===== src/rtl/seq_shifter.sv =====
// Multi-cycle barrel shifter: shifts by at most STEP bits per clock until shamt is consumed.
// Optional rotate-right on op=11 is enabled by defining SEQ_SHIFTER_ROTATE_EN.
module seq_shifter #(
    parameter int unsigned NUM_SIZE = 32,
    parameter int unsigned STEP     = 4
) (
    input  logic                        clk,
    input  logic                        rst,
    input  logic                        start,
    input  logic [1:0]                  op,
    input  logic [$clog2(NUM_SIZE)-1:0] shamt,
    input  logic [NUM_SIZE-1:0]         dIn0,
    output logic [NUM_SIZE-1:0]         dOut,
    output logic                        busy,
    output logic                        done
);

    localparam int unsigned W = $clog2(NUM_SIZE);
    // One extra bit so STEP == NUM_SIZE is still representable.
    localparam logic [W:0] STEP_W = (W+1)'(STEP);
`ifdef SEQ_SHIFTER_ROTATE_EN
    localparam logic [W:0] NUM_W  = (W+1)'(NUM_SIZE);
`endif

    typedef enum logic [1:0] {
        StIdle,
        StShift,
        StDone
    } state_e;

    state_e              r_state;
    state_e              w_state_next;
    logic [NUM_SIZE-1:0] r_work;
    logic [NUM_SIZE-1:0] r_dout;
    logic [W-1:0]        r_rem;
    logic [1:0]          r_op;
    logic [W:0]          w_s;
    logic [W-1:0]        w_rem_next;
    logic [NUM_SIZE-1:0] w_shifted;

    // s = min(remaining, STEP); s never exceeds remaining, so the low W bits suffice below.
    assign w_s        = ({1'b0, r_rem} >= STEP_W) ? STEP_W : {1'b0, r_rem};
    assign w_rem_next = r_rem - w_s[W-1:0];

    always_comb begin
        w_shifted = r_work >> w_s;
        case (r_op)
            2'b00:   w_shifted = r_work << w_s;
            2'b10:   w_shifted = $signed(r_work) >>> w_s;
`ifdef SEQ_SHIFTER_ROTATE_EN
            2'b11:   w_shifted = (r_work >> w_s) | (r_work << (NUM_W - w_s));
`endif
            default: w_shifted = r_work >> w_s;
        endcase
    end

    always_ff @(posedge clk) begin
        if (rst) begin
            r_state <= StIdle;
        end else begin
            r_state <= w_state_next;
        end
    end

    always_comb begin
        w_state_next = r_state;
        case (r_state)
            StIdle:  if (start) w_state_next = StShift;
            StShift: if (w_rem_next == '0) w_state_next = StDone;
            StDone:  w_state_next = StIdle;
            default: w_state_next = StIdle;
        endcase
    end

    always_ff @(posedge clk) begin
        if (rst) begin
            r_work <= '0;
            r_rem  <= '0;
            r_op   <= '0;
            r_dout <= '0;
        end else begin
            case (r_state)
                StIdle: begin
                    if (start) begin
                        r_work <= dIn0;
                        r_rem  <= shamt;
                        r_op   <= op;
                    end
                end
                StShift: begin
                    r_work <= w_shifted;
                    r_rem  <= w_rem_next;
                    if (w_rem_next == '0) r_dout <= w_shifted;
                end
                default: ;
            endcase
        end
    end

    assign dOut = r_dout;
    assign busy = (r_state == StShift);
    assign done = (r_state == StDone);

endmodule


===== config.mk =====
export PLATFORM = sky130hd
export DESIGN_NAME = seq_shifter
export DESIGN_NICKNAME = d
export VERILOG_FILES = /design/src/rtl/seq_shifter.sv
export SDC_FILE = /design/constraint.sdc
export NUM_CORES = 1
export LEC_CHECK = 0
export ABC_AREA = 1
export CORE_ASPECT_RATIO = 2
export CORE_MARGIN = 2
export CORE_UTILIZATION = 45
export CTS_CLUSTER_SIZE = 28
export DETAILED_ROUTE_END_ITERATION = 8
export DONT_BUFFER_PORTS = 1
export HOLD_SLACK_MARGIN = 0.03
export PLACE_DENSITY = 0.57
export SLEW_MARGIN = 20
export SYNTH_ARGS = -nofsm -noshare
export SYNTH_HDL_FRONTEND = slang
export SYNTH_SLANG_ARGS = --single-unit

===== constraint.sdc =====
create_clock -name clk -period 3 [get_ports clk]
set_input_delay 0.9 -clock clk [delete_from_list [all_inputs] [get_ports clk]]
set_output_delay 0.9 -clock clk [all_outputs]
set_load 0.005 [all_outputs]

==> After elaboration in Yosys (flattened, before gate mapping) <==
Cells that the tools add are included.
{ "totals": {"ff_bits": 73, "inputBits": 42, "wordCells": 32} }
{ "op_classes": {"addsub": 1, "magnitude_cmp": 1, "eq_ne": 5, "shifts": 3, "mux": 9, "n_reduce_logical": 8} }
{ "ops": {"columns": ["cell", "count"], "rows": [
  ["32-bit case mux with 2 select lines", 2],
  ["32-bit two-way mux", 1],
  ["32-bit by 5-bit << shifter with 32-bit output", 1],
  ["32-bit by 5-bit >> shifter with 32-bit output", 1],
  ["32-bit by 5-bit >>> shifter with 32-bit output", 1],
  ["5-bit two-way mux", 2],
  ["5-bit case mux with 2 select lines", 1],
  ["2-bit AND reduction", 4],
  ["5-bit by 3-bit greater-or-equal comparator with 1-bit output, second input constant", 1],
  ["5-bit logical NOT", 1],
  ["5-bit subtractor", 1],
  ["2-bit equality test, second input constant", 2],
  ["2-bit logical NOT", 2],
  ["2-bit two-way mux", 2],
  ["2-bit case mux with 2 select lines", 1],
  ["2-bit by 1-bit equality test with 1-bit output, second input constant", 1],
  ["2-bit by 1-bit inequality test with 1-bit output, second input constant", 1],
  ["2-bit inequality test, second input constant", 1],
  ["2-bit nonzero test", 1]
]} }

==> Logic depth before layout (Yosys ltp) <==
Gate-level depths: netlist (run 1).
{ "logic_depth": {"ltp_word": 6, "depth_mapped": 14} }

==> Worst setup path after synthesis (run 1) <==
Ideal clock, no wire load.
{ "synth_path": {"path_kind": "register -> register", "start": "reg r_rem[2]", "end": "reg r_dout[10] (netlist: dOut[10])", "setup_ns": 0.113, "arrival_ns": 2.062, "required_ns": 2.887, "path_slack_ns": 0.825, "stages_incl_launch_ff": 14, "period_less_slack_ns": 2.175, "path_cell_list": "dfxtp_1 > inv_2 > nand2_4 > clkbuf_1 > nand2_1 > ha_1 > o211ai_1 > nand2_1 > nor2_2 > nand4_4 > buf_6 > buf_2 > nand3_1 > nand2_1"} }
{ "synth_via": {"elab_chain_len": 5, "elab_cells_between_ends": 9} }
{ "synth_rtl": {"columns": ["item", "line_no", "source"], "rows": [
  ["start: declaration", "35", "logic [W-1:0] r_rem;"],
  ["start signal: assignment", "86", "r_rem <= shamt;"],
  ["start signal: assignment", "92", "r_rem <= w_rem_next;"],
  ["5-bit by 3-bit greater-or-equal comparator with 1-bit output", "42", "assign w_s = ({1'b0, r_rem} >= STEP_W) ? STEP_W : {1'b0, r_rem};"],
  ["5-bit two-way mux", "42", null],
  ["5-bit subtractor", "43", "assign w_rem_next = r_rem - w_s[W-1:0];"],
  ["5-bit logical NOT", "93", "if (w_rem_next == '0) r_dout <= w_shifted;"],
  ["2-bit AND reduction (no line)", null, null],
  ["end signal: assignment", "93", null],
  ["end: declaration", "34", "logic [NUM_SIZE-1:0] r_dout;"]
]} }
Several ways; a longest one is shown, not always the timed one.
A chain may end at the register's enable or synchronous reset.

==> Final worst setup path (run 1) <==
{ "layout_path": {"start": "reg r_rem[2]", "end": "reg r_dout[13] (netlist: dOut[13])"} }
Same word-level chain as after synthesis.

==> results.py, run 1 <==
metrics = {
    "critical_path": {
        "critPathRequiredTime_ns": 3.29,
        "critical_path_class": "flop to flop",
        "endpoint_kind": "flop",
        "r2r-end": "dOut[13]",
        "rrSetupSlack_ns": 0.50,
        "rr_startpoint": "r_rem[2]",
        "start_kind": "flop",
        "worst-r2r-cell-count": 12,
        "path_max_fanout": 19,
        "arrival_ns": 2.79,
    },
    "drt": {
        "drc": 0,
        "ant_nets": 0,
        "drtIter0Drc": 582,
        "wl_per_cell_um": 20.1,
        "vias": 6437,
        "drt_wl_total_um": 21100,
        "firstDrtPassIters": 6,
        "via_per_inst": 6.12,
    },
    "clock_tree": {
        "cts-resized-gates": 0,
        "cts.sinks": 73,
        "clock_latency_ns": 0.35,
        "cts_setup_buffers": 0,
        "cts_made_buffers": 9,
        "holdBufCountCts": 0,
        "tritoncts": "built",
        "cts_root_buf": "clkbuf_16",
        "clockBufferDepth": 2,
        "htree_num_levels": 3,
        "cts.clk_slew.worst_paths_ns": 0.06,
    },
    "logic_synthesis": {
        "synthAdderAreaFrac_pct": 0.233,
        "synthSimpleGateAreaFrac_pct": 51.0,
        "synth_xor_area_share_pct": 0,
        "avgSynthCellArea_um2": 5.76,
        "muxShareOfSynthArea_pct": 0,
        "synthCells": 932,
        "synth_top_cell_area_share_pct": 27.2,
        "ys_seq_elements": 73,
        "syn_nets": 975,
        "yosysWarningCount": 0,
        "synth_area_um2": 5370,
        "synth_edf_count": 0,
        "synth_area_leader_cell": "dfxtp_1",
        "synth_cell_types": 29,
        "yosysSeqAreaShare_pct": 27.2,
        "ys_top_cells_by_area": "dfxtp_1, nand3_1, nand2_1",
        "synth_flop_cell": "dfxtp_1",
        "synthArstFlopShare_pct": 0,
        "synth_compound_area_share_pct": 9.80,
        "synth_top_family_by_area": "simple AND/OR/NAND/NOR gates",
    },
    "timing": {
        "min_period_ns": 2.50,
        "fmax_mhz": 400,
        "finalCritPeriodShare_pct": 83.3,
        "fin_setup_tns_ns": 0,
        "final_max_slew_viol_count": 0,
        "fin_ws_ns": 0.502,
        "holdWs_ns": 0.487,
        "rsz0062_at_grt": "no",
        "setup_viol": 0,
        "slew_headroom_pct": 30.7,
        "tightest_slew_ns": 1.04,
        "final_hold_viol_count": 0,
        "skew_ns": 0.0133,
    },
    "floorplan": {
        "fp.dieW_um": 81.3,
        "die_area_um2": 12900,
        "die_h_um": 159,
        "start_util_pct": 45.9,
        "core_area_um2": 11700,
        "rows": 56,
        "num_io_pins": 76,
    },
    "run_status": {
        "status": "finished, final reports clean",
    },
    "final_layout": {
        "syn2layout_area_growth_pct": 7.96,
        "nets": 944,
        "drive_gt1_share_pct": 6.07,
        "antenna-diode-count": 0,
        "fillerInstances": 1261,
    },
    "grt": {
        "gr-usage-met1_pct": 35.6,
        "grtUsageMet2_pct": 57.2,
        "grt-ovfl-total": 0,
        "grt_pass1_wl_um": 32200,
        "grt.met3_usage_pct": 5.39,
        "grt_pass1_vias": 6032,
        "track_usage_pct": 33.4,
        "grt_start_max_net_pins": 39,
        "busiest_layer": "met2",
        "antenna_found_initial": 0,
    },
    "placement": {
        "numPortBuffers": 0,
        "dp_hpwl_um": 14900,
        "place_worst_setup_slack_ns": 0.423,
        "routabilityCongestion": 0.993,
    },
    "min_path": {
        "hold_start": "dOut[15]",
        "holdPathStages": 2,
        "min_to": "dOut[15]",
        "holdCritPathClass": "flop to flop",
    },
    "run": {
        "cap_violations": 0,
    },
    "power": {
        "peakVddDrop_uv": 431,
        "power.density_nw_per_um2": 704,
        "leakagePower_nw": 2.71,
    },
}
-- final cells by class --
class / count / area, um2 / share of cell area (%)
sequential: 73 / 1460 / 25.2
clock buffer: 10 / 239 / 4.12
inverter: 84 / 315 / 5.44
timing repair buffer: 22 / 203 / 3.49
multi-input combinational: 711 / 3290 / 56.6
tap: 145 / 181 / 3.13
clock inverter: 6 / 115 / 1.98
-- state kept, by name, summed over array words and instances, names as in the netlist --
signal / count
r_rem: 5
dOut: 32
r_op: 2
r_work: 32
r_state: 2
-- cell usage after synthesis, types with 5 or more instances --
cell,instances
buf_2,22
inv_2,5
nand3_1,246
o21ai_0,44
dfxtp_1,73
nand2_1,277
nand4_1,35
nor2_1,40
buf_4,8
buf_1,11
a21oi_1,39
inv_1,79
clkbuf_1,21
o21ai_1,10
-- per-stage QoR --
stage / cell area (um2) / power (mW) / cells / util, %
6_report: 5800 / 4.08 / 1051 / 49.6
5_1_grt: 5800 / 4.29 / 1051 / 49.6
4_1_cts: 5800 / 4.05 / 1051 / 49.6
3_5_place_dp: 5450 / 2.75 / 1035 / 46.5
2_1_floorplan: 5370 / 2.27 / 932 / -
3_3_place_gp: 5450 / 2.74 / 1035 / 46.5
-- placed cells by master, fill, tap and decap left out, drive strengths merged, types with 2 or more instances in the layout --
master / instances
a21oi: 40
nand3: 248
clkinv: 2
nand4: 36
nand2: 279
nor2: 44
a221oi: 2
o21ai: 54
clkbuf: 10
o211ai: 2
a31oi: 2
buf: 22
bufinv: 3
dfxtp: 73
inv: 84
-- power by group --
group,internal [mW],switching [mW]
sequential,1.05,0.0520
combinational,0.469,1.21
clock,0.839,0.465
total,2.36,1.72
-- critical path, stage by stage, from the launching register on --
cell and delay (ns):
dfxtp_1 0.41, inv_2 0.20, nand2_4 0.23, nand2_1 0.08, ha_1 0.23, o211ai_1 0.16
nand2_1 0.11, nor2_2 0.17, nand4_4 0.14, nor2_4 0.19, buf_4 0.32, nand2_1 0.12
nand2_1 0.07
-- kinds of logic after synthesis --
kind of cell | after synthesis
adders and majority gates | 1
DFF | 73
and+or+nand+nor | 608
AOI/OAI and AO/OA | 101
buffers and inverters | 148
other | 1
-- worst max path at each step --
stage | startpoint | endpoint
floorplan | r_rem[2] | dOut[10]
global placement | start | r_work[25]
CTS | r_rem[2] | dOut[13]
finish | r_rem[2] | dOut[13]
detailed placement | start | r_work[5]
global route | r_rem[2] | dOut[24]
-- metal layers --
layer  vias to the layer above  part of all wire (%)
met1                      2941                    35
met5                         -                     0
met4                         0                   8.0
li1                       3045                     -
met2                       353                    50
met3                        98                   6.6
No activity file was read; power rests on OpenSTA's default activity.
==> run 2: changes to the inputs <==
PLACE_DENSITY = 0.59   (was 0.57)
clock period = 2.15 ns   (was 3 ns; I/O delays follow)
==> run 2 against run 1 <==
Compared with the run above: count of clock-buffer cells in the layout unchanged; via count shrank 0.31%; first-iteration DRC count decreased by 12%; non-clock buffer count rose by 16; global-route usage decreased by 0.94 points; worst hold slack lost 0.12 ns; routed wire length down 4.3%; sequential power grew 41%; core utilization up 1.3 points; clock skew shrank 0.0013 ns.
==> results.py, run 2 (same netlist as run 1, synthesis figures left out) <==
metrics = {
    "floorplan": {
        "core_area_um2": 11700,
        "die_h_um": 159,
        "fp.dieW_um": 81.3,
        "rows": 56,
        "start_util_pct": 45.9,
        "die_area_um2": 12900,
        "num_io_pins": 76,
    },
    "clock_tree": {
        "cts_root_buf": "clkbuf_16",
        "clockBufferDepth": 2,
        "cts.clk_slew.worst_paths_ns": 0.07,
        "cts.sinks": 73,
        "cts_made_buffers": 9,
        "tritoncts": "built",
        "htree_num_levels": 3,
        "clock_latency_ns": 0.35,
    },
    "timing": {
        "holdWs_ns": 0.370,
        "fin_setup_tns_ns": 0,
        "min_period_ns": 2.05,
        "setup_viol": 0,
        "fmax_mhz": 488,
        "final_hold_viol_count": 0,
        "skew_ns": 0.0120,
        "tightest_slew_ns": 0.590,
        "slew_headroom_pct": 60.6,
        "finalCritPeriodShare_pct": 95.4,
        "final_max_slew_viol_count": 0,
    },
    "final_layout": {
        "final_cell_mix": "nand2_1, nand3_1, inv_1",
        "syn2layout_area_growth_pct": 10.7,
        "nets": 960,
        "drive_gt1_share_pct": 7.81,
        "antenna-diode-count": 0,
        "final_cells": 1067,
        "final_common_cell": "nand2_1",
        "final_cell_area_um2": 5950,
    },
    "critical_path": {
        "endpoint_kind": "flop",
        "start_kind": "flop",
        "critPathRequiredTime_ns": 2.44,
        "critical_path_class": "flop to flop",
        "path_max_fanout": 18,
        "arrival_ns": 2.34,
    },
    "grt": {
        "grt_start_max_net_pins": 41,
        "grt-ovfl-total": 0,
        "track_usage_pct": 32.5,
        "antenna_found_initial": 0,
        "grt_pass1_vias": 6018,
        "grt_pass1_wl_um": 31800,
    },
    "drt": {
        "drc": 0,
        "drtIter0Drc": 510,
        "ant_nets": 0,
        "via_per_inst": 6.01,
        "firstDrtPassIters": 5,
        "wl_per_cell_um": 18.9,
        "vias": 6417,
        "drt_wl_total_um": 20200,
    },
    "placement": {
        "routabilityCongestion": 0.973,
        "dp_hpwl_um": 15200,
        "placedCellCount": 1049,
        "numPortBuffers": 0,
        "place_area_um2": 5630,
    },
    "run_status": {
        "status": "finished, final reports clean",
    },
    "run": {
        "cap_violations": 0,
    },
    "power": {
        "power.density_nw_per_um2": 925,
        "leakagePower_nw": 2.79,
        "power.total_mw": 5.50,
        "peakVddDrop_uv": 588,
    },
    "min_path": {
        "holdCritPathClass": "input pin to flop",
    },
}
-- run 2: cell types whose count changed in the layout (fill, tap and decap cells not counted), sizes merged --
cell | previous run | this run
buf | 22 | 38
bufinv | 3 | 1
clkinvlp | 1 | 2
inv | 84 | 85
-- run 2: through the flow --
stage                     util, %  setup WS, ns
after floorplan                 -        0.0818
after global placement       48.1         0.165
after detailed placement     48.1         0.108
after CTS                    50.6        0.0858
after global routing         50.8       -0.0122
final                        50.8        0.0992
-- run 2: cell type report --
type                       instances  area [um2]
clock buffer                      10         229
clock inverter                     6        67.6
fill                            1288        5750
inverter                          84         315
multi-input combinational        711        3290
sequential                        73        1460
tap                              145         181
timing repair buffer              38         398
-- run 2: critical path: stages, from the launching register on --
cell and delay [ns]:
dfxtp_1 0.53, nand2_1 0.11, ha_1 0.23, o211ai_1 0.18
nand2_1 0.13, nor2_4 0.13, nand4_4 0.13, nor2_4 0.24
buf_12 0.18, nand2_1 0.07, nand2_1 0.06
-- run 2: metal layers --
layer | share of wire (%) | GRT usage [%]
met3 | 6.6 | 4.99
met2 | 50 | 56.7
met4 | 6.1 | 18.4
met1 | 37 | 36.4
met5 | 0 | 0
-- run 2: final timing paths --
kind                               start         end  slack (ns)  cells after the start
worst min-delay path                 rst  r_state[0]        0.37                      1
worst max register to register  r_rem[1]    dOut[11]         0.1                     10
worst min register to register  dOut[25]    dOut[25]        0.49                      2
worst max-delay path            r_rem[1]    dOut[11]         0.1                     10
-- run 2: power by group --
part / switching [mW] / internal (mW)
sequential: 0.0774 / 1.47
combinational: 1.66 / 0.743
clock: 0.646 / 0.904
total: 2.39 / 3.12
-- run 2: repair_timing --
item	in CTS	in global routing
resized for setup	0	3
setup endpoints to repair	0	22
hold buffers	0	0
setup buffers	0	2
